File: src/rtl/bobing_round_ctrl.sv
// rtl/bobing_round_ctrl.sv - BoBing turn sequencer: roll capture, prize award, round-robin turns.
// Optional finite mooncake pool enabled by defining BOBING_POOL_EN.
module bobing_round_ctrl #(
  parameter int NUM_PLAYERS = 6
) (
  input  logic        clk,
  input  logic        rst_n,
  input  logic        start,
  input  logic        roll_valid,
  output logic        roll_ready,
  input  logic [17:0] roll_dice,
  output logic [17:0] score_dice,
  input  logic [5:0]  score_prize,
  output logic        award_valid,
  output logic [2:0]  award_player,
  output logic [2:0]  award_tier,
  output logic        award_granted,
  output logic        roll_invalid,
  output logic [2:0]  cur_player,
  output logic [6:0]  pool_left,
  output logic        game_over
);

  typedef enum logic [2:0] {
    IDLE      = 3'd0,
    WAIT_ROLL = 3'd1,
    SCORE     = 3'd2,
    AWARD     = 3'd3,
    DONE      = 3'd4
  } state_t;

  state_t      state, state_nxt;
  logic [17:0] dice_q;
  logic [5:0]  prize_q;
  logic [2:0]  player_q;
  logic        inv_q;
  logic        bad_die;
  logic        start_ok;
  logic        roll_fire;
  logic [2:0]  win_tier;
  logic [2:0]  bit_cnt;
  logic [2:0]  bit_idx;
  logic        tier_avail;
  logic        last_cake;

  assign start_ok  = start && (state == IDLE || state == DONE);
  assign roll_fire = roll_valid && (state == WAIT_ROLL);

  always_comb begin
    bad_die = 1'b0;
    for (int i = 0; i < 6; i++) begin
      if (roll_dice[3*i +: 3] == 3'd0 || roll_dice[3*i +: 3] == 3'd7) bad_die = 1'b1;
    end
  end

  // More than one flag from the scorer is a fault and pays nothing.
  always_comb begin
    bit_cnt = 3'd0;
    bit_idx = 3'd0;
    for (int i = 0; i < 6; i++) begin
      if (prize_q[i]) begin
        bit_cnt = bit_cnt + 3'd1;
        bit_idx = 3'(i + 1);
      end
    end
    win_tier = (bit_cnt == 3'd1) ? bit_idx : 3'd0;
  end

`ifdef BOBING_POOL_EN
  logic [5:0] pool_q [6];
  logic [6:0] left_q;

  always_comb begin
    tier_avail = 1'b0;
    for (int i = 0; i < 6; i++) begin
      if (win_tier == 3'(i + 1) && pool_q[i] != 6'd0) tier_avail = 1'b1;
    end
  end

  assign last_cake = tier_avail && (left_q == 7'd1);

  always_ff @(posedge clk or negedge rst_n) begin
    if (!rst_n) begin
      for (int i = 0; i < 6; i++) pool_q[i] <= 6'd0;
      left_q <= 7'd0;
    end else if (start_ok) begin
      for (int i = 0; i < 6; i++) pool_q[i] <= 6'(1 << i);
      left_q <= 7'd63;
    end else if (state == AWARD && tier_avail) begin
      for (int i = 0; i < 6; i++) begin
        if (win_tier == 3'(i + 1)) pool_q[i] <= pool_q[i] - 6'd1;
      end
      left_q <= left_q - 7'd1;
    end
  end

  assign pool_left = left_q;
  assign game_over = (state == DONE);
`else
  assign tier_avail = (win_tier != 3'd0);
  assign last_cake  = 1'b0;
  assign pool_left  = 7'd0;
  assign game_over  = 1'b0;
`endif

  always_comb begin
    state_nxt = state;
    case (state)
      IDLE:      if (start) state_nxt = WAIT_ROLL;
      WAIT_ROLL: if (roll_valid && !bad_die) state_nxt = SCORE;
      SCORE:     state_nxt = AWARD;
      AWARD:     state_nxt = last_cake ? DONE : WAIT_ROLL;
      DONE:      if (start) state_nxt = WAIT_ROLL;
      default:   state_nxt = IDLE;
    endcase
  end

  always_ff @(posedge clk or negedge rst_n) begin
    if (!rst_n) begin
      state    <= IDLE;
      dice_q   <= 18'd0;
      prize_q  <= 6'd0;
      player_q <= 3'd0;
      inv_q    <= 1'b0;
    end else begin
      state <= state_nxt;
      inv_q <= roll_fire && bad_die;
      // Rejected rolls never reach the scorer, so the dice register keeps the last good roll.
      if (roll_fire && !bad_die) dice_q <= roll_dice;
      if (state == SCORE) prize_q <= score_prize;
      if (start_ok) begin
        player_q <= 3'd0;
      end else if (state == AWARD) begin
        player_q <= (player_q == 3'(NUM_PLAYERS - 1)) ? 3'd0 : player_q + 3'd1;
      end
    end
  end

  assign roll_ready    = (state == WAIT_ROLL);
  assign score_dice    = dice_q;
  assign award_valid   = (state == AWARD);
  assign award_player  = award_valid ? player_q : 3'd0;
  assign award_tier    = award_valid ? win_tier : 3'd0;
  assign award_granted = award_valid && tier_avail;
  assign roll_invalid  = inv_q;
  assign cur_player    = player_q;

endmodule

File: config.mk
export PLATFORM = sky130hd
export DESIGN_NAME = bobing_round_ctrl
export DESIGN_NICKNAME = d
export VERILOG_FILES = /design/src/rtl/bobing_round_ctrl.sv
export SDC_FILE = /design/constraint.sdc
export NUM_CORES = 1
export LEC_CHECK = 0
export ABC_AREA = 1
export CORE_ASPECT_RATIO = 1.2
export CORE_UTILIZATION = 45
export DETAILED_ROUTE_END_ITERATION = 8
export PLACE_DENSITY = 0.77
export SETUP_SLACK_MARGIN = 0.2
export SYNTH_ARGS = -nofsm -noshare
export SYNTH_HDL_FRONTEND = slang
export SYNTH_SLANG_ARGS = --single-unit
File: constraint.sdc
create_clock -name clk -period 3.65 [get_ports clk]
set_input_delay 0.365 -clock clk [delete_from_list [all_inputs] [get_ports clk]]
set_output_delay 0.365 -clock clk [all_outputs]
set_load 0.01 [all_outputs]
* Word-level counts from Yosys, hierarchy flattened
Cells that the tools add are included.
Storage, ports and cells: word-level logic and storage cells 76, flip-flop bits (word level) 31, output and inout port bits 39, bits of input ports 28
Operators by class: reduce and logical (&&, ||, !) cells 25, muxes and demuxes 26, equality and inequality tests 14, add/subtract/negate cells 6
Operator list (count):
- $mux W3 | 18
- $eq A3 B3 Y1 const B | 8
- $logic_not A3 Y1 | 7
- $add A3 B1 Y3 const B | 6
- $pmux W3 S4 | 1
- $logic_or A1 B1 Y1 | 7
- $mux W1 | 7
- $eq A3 B1 Y1 const B | 2
- $eq A3 B2 Y1 const B | 2
- $logic_and A1 B1 Y1 | 6
- $ne A2 B1 Y1 const B | 2
- $reduce_bool A3 Y1 | 1
- $reduce_and A2 Y1 | 1
- $reduce_bool A2 Y1 | 1
- $reduce_or A2 Y1 | 1
- $logic_not A1 Y1 | 1

* Longest topological paths before layout
Gate-level depths: netlist of run 1.
depth in word-level cells 15, depth in mapped cells 23, mapped depth without buffers 23

* Worst setup path before layout of run 1
OpenSTA, ideal clock, no wires.
path kind register to output, start reg prize_q[0], end out award_tier[2], slack 400 ps, stages on the path, launching flop included 19, arrival time 2885 ps, cell sequence dfrtp_1 inv_1 ha_1 inv_1 nand2_4 nand2_2 inv_1 ha_1 or2_4 nand2_1 inv_1 ha_1 nand2_1 nand2_1 ha_1 or2_2 nand2_2 nand3_2 nor3_2
Between the ends: word-level cells in the longest chain between the ends 14
Ends and longest elaborated chain:
- from (decl) | RTL line 34 | logic [5:0] prize_q;
- from (signal assigned) | RTL line 130 | if (state == SCORE) prize_q <= score_prize;
- $mux W1 (*) | RTL line 61 | if (prize_q[i]) begin
- $add A3 B1 Y3 | RTL line 62 | bit_cnt = bit_cnt + 3'd1;
- $mux W3 (*) | RTL line 61
- $add A3 B1 Y3 | RTL line 62
- $mux W3 (*) | RTL line 61
- $add A3 B1 Y3 | RTL line 62
- $mux W3 (*) | RTL line 61
- $add A3 B1 Y3 | RTL line 62
- $mux W3 (*) | RTL line 61
- $add A3 B1 Y3 | RTL line 62
- $mux W3 (*) | RTL line 61
- $eq A3 B1 Y1 (*) | RTL line 66 | win_tier = (bit_cnt == 3'd1) ? bit_idx : 3'd0;
- $mux W3 (*) | RTL line 66
- $mux W3 (*) | RTL line 143 | assign award_tier = award_valid ? win_tier : 3'd0;
- to (decl) | RTL line 16 | output logic [2:0] award_tier,
Mark *: on every way between the ends. The rest lies on a longest branch, timed or not.

* Worst setup path after layout of run 1
start reg prize_q[1], end out award_tier[2]
Between the ends: word-level cells in the longest chain between the ends 12
Ends and longest elaborated chain (RTL line):
- $mux W3 (*) | 61
- $add A3 B1 Y3 | 62
- $mux W3 (*) | 61
- $add A3 B1 Y3 | 62
- $mux W3 (*) | 61
- $add A3 B1 Y3 | 62
- $mux W3 (*) | 61
- $add A3 B1 Y3 | 62
- $mux W3 (*) | 61
- $eq A3 B1 Y1 (*) | 66
- $mux W3 (*) | 66
- $mux W3 (*) | 143
Marked as above.

==> metrics.txt, run 1 <==
status=complete, no violations; first-pass GRT wire length=7224 µm; M1 WL=1720 µm; fin crit share=0.9288; die height=72.84 µm; Design Area, Final=0.002725 mm²; post-placement cell count=364; synthesized flop and latch total=30; pin count of the biggest net entering global routing=37; max cap viols=0; WL final=4319 µm; mux contribution to synthesized area=0; placed instance area=0.002537 mm²; peak supply drop=0.4504 mV; pwr dens=942.4 mW/mm²; Final Wtd Congestion=0.8438; diodes inserted=0; DRT Pass-1 Iters=4; row count=25; slowest CP cell=dfrtp_1; P_leak=1.401 nW; DR WL met2=2265 µm; Synth Area in XOR/XNOR=0; Worst EP arrival=3030 ps; Detailed Place HPWL=3276 µm; # IOs=67; CP Launch Type=flop; reg2reg path depth=7; Initial Utilization=0.4737; Ys Warns=0; ANT nets after route=0; CTS tree=built; CTS Buf Count=5; vias in the first global route=1,750; Clk pwr share=0.106; Slew Viols, Final=0; antenna violations before repair=0; total number of vias=1,807; GRT Resource Usage Total=0.2203; CP Cell Sequence=inv_2, ha_4, inv_4, nand2_4, nand2_2, inv_2, ha_4, or2_4, nand2_2, inv_2, ha_4, nand2_4, nand2_4, ha_4, nand2_1, nand3_1, nand2_1, nand3_1, nand2_1, inv_2, nand3_2, nor3_2, buf_2; layout cells sized above 1=0.1838; via/cell ratio=4.819; root buffer cell=clkbuf_8; WL/cell=11.52 µm; hold crit path type=in2async; Mapped Cells=249; final hold violation count=0; register area share after synthesis=0.3989; Synth Area in Simple Gates=0.2965; Switch Pwr=0.001102 W; Layout area overhead=44.81%; cts hold-fix bufs=0; top layer in use=met4; depth of the CTS H-tree=2; minimum clock period after layout=3390 ps; worst-path fanout max=3; WS Path Type=reg2out; routed wl met3=273 µm; slowest cell delay on critical path=390 ps; library cells used by synthesis=28; Die Span X=61.03 µm; mean post-synth cell area=7.557 µm²; crit end category=primary output; # clock sinks=30; critical path required time=3280 ps; switching part of the total power=0.4291; clk_lat worst skew=270 ps; final setup skew=3.289 ps; CORE AREA=0.003973 mm²; initial drt markers=36; share of power burned in registers=0.242; Peak Freq=295.0 MHz; RSZ-0062 raised after global routing=true; Synth Cell Area=0.001882 mm²; post-route insts no fill=375; main combinational cell family by area after synthesis=simple AND/OR/NAND/NOR gates; Compound-Gate Fraction of Synth Area=0.09574; clock tree buffer depth=2; Post-Synth Adder-Cell Area=0.07314; grt ovf=0; Final setup viols=0; NumNets Final=359; WHS=470.5 ps; # port buffers=58; Combinational Power Share=0.652; DRC viols=0; die area=0.004445 mm²; Worst-path clk slew=60 ps; Int Power=0.001466 W
-- power by group through the flow --
stage	sequential [W]	clock, W	combinational (W)
floorplan	0.000647	0	0.000790
global placement	0.000610	0	0.00135
detailed placement	0.000618	0	0.00139
CTS	0.000618	0.000279	0.00156
global route	0.000643	0.000296	0.00185
finish	0.000622	0.000272	0.00167
-- stage by stage --
step | setup WS (ps) | setup TNS, ps | power [W] | utilization
after detailed placement | -132.6 | -466.8 | 0.002009 | 0.6387
after global routing | 123.7 | 0 | 0.002785 | 0.6860
final | 260.0 | 0 | 0.002568 | 0.6860
after CTS | 169.3 | 0 | 0.002456 | 0.6769
after floorplan | 400.0 | 0 | 0.001437 | -
after global placement | -26.34 | -56.21 | 0.001960 | 0.6387
-- cells by family (layout without fill, tap and decap cells) --
group / count (synthesis) / count (layout)
and+or+nand+nor: 115 / 115
buffers and inverters: 58 / 123
AOI/OAI and AO/OA: 34 / 34
DFF: 30 / 30
adders and majority gates: 11 / 11
other: 1 / 8
-- timing repair --
item	CTS	global route
resized for setup	34	5
setup buffers	2	1
setup endpoints to repair	4	4
pin swaps	14	11
-- flip-flops by register name (all words and copies together), names as in the netlist --
name,cells
score_dice,18
prize_q,6
cur_player,3
state,2
roll_invalid,1
-- layout by cell type (no fill, tap or decap), drive strengths merged, types with 2 or more instances in the layout --
cell type,n
ha,11
o21ai,26
a211oi,2
clkbuf,7
or2,2
clkdlybuf4s50,54
nand3,29
a21oi,4
buf,15
inv,46
nand4,3
conb,8
nor3,3
nand2,70
dfrtp,30
nor2,7
-- cell type report --
cell class | count | area (µm²)
timing repair buffer | 69 | 649.4
multi-input combinational | 168 | 991.0
inverter | 46 | 175.2
sequential | 30 | 750.7
clock buffer | 7 | 86.33
clock inverter | 1 | 5.005
tap | 54 | 67.56
fill | 361 | 1247
-- cells in the mapped netlist, drive strengths merged --
cell | n | area, µm²
a21oi | 4 | 20.02
conb | 1 | 3.750
clkbuf | 1 | 3.750
buf | 11 | 75.07
a211oi | 2 | 15.01
nor3 | 3 | 20.02
nor2 | 7 | 33.78
nand4 | 3 | 33.78
o21ai | 26 | 130.1
nand3 | 29 | 165.2
o2111ai | 1 | 8.760
inv | 46 | 172.7
ha | 11 | 137.6
dfrtp | 30 | 750.7
nand3b | 1 | 7.510
or2 | 2 | 15.02
nand2 | 70 | 282.8
a31oi | 1 | 6.260
-- final timing paths --
kind / from / end / slack [ps]
max in group asynchronous: rst_n / prize_q[2] / 2900
max reg2reg: state[1] / score_dice[14] / 1960
min reg2reg: score_dice[11] / score_dice[11] / 490
min in group clk: score_dice[11] / score_dice[11] / 490
max: prize_q[1] / award_tier[2] / 260
min: rst_n / score_dice[5] / 470
-- per-layer routing --
metal / global-route usage / up-vias
li1: - / 916
met1: 0.2466 / 827
met2: 0.3792 / 58
met3: 0.07801 / 6
met4: 0.07576 / 0
met5: 0 / -
-- worst max-delay path: cells and delay by family (launching register included) --
family | cells | cell delay (ps)
flip-flops | 1 | 390
AND/OR/NAND/NOR | 13 | 1080
adder cells (fa/ha/maj) | 4 | 820
buffers and inverters | 6 | 450
Power figures use the tool's default switching activity.
==> run 2, diff against run 1 <==
--- a/config.mk
+++ b/config.mk
@@ -8,6 +8,7 @@
 export ABC_AREA = 1
 export CORE_ASPECT_RATIO = 1.2
 export CORE_UTILIZATION = 45
+export CTS_CLUSTER_SIZE = 20
 export DETAILED_ROUTE_END_ITERATION = 8
 export PLACE_DENSITY = 0.77
 export SETUP_SLACK_MARGIN = 0.2
==> results of run 2 <==
No change in the layout: final DEF, timing and power equal those of run 1.
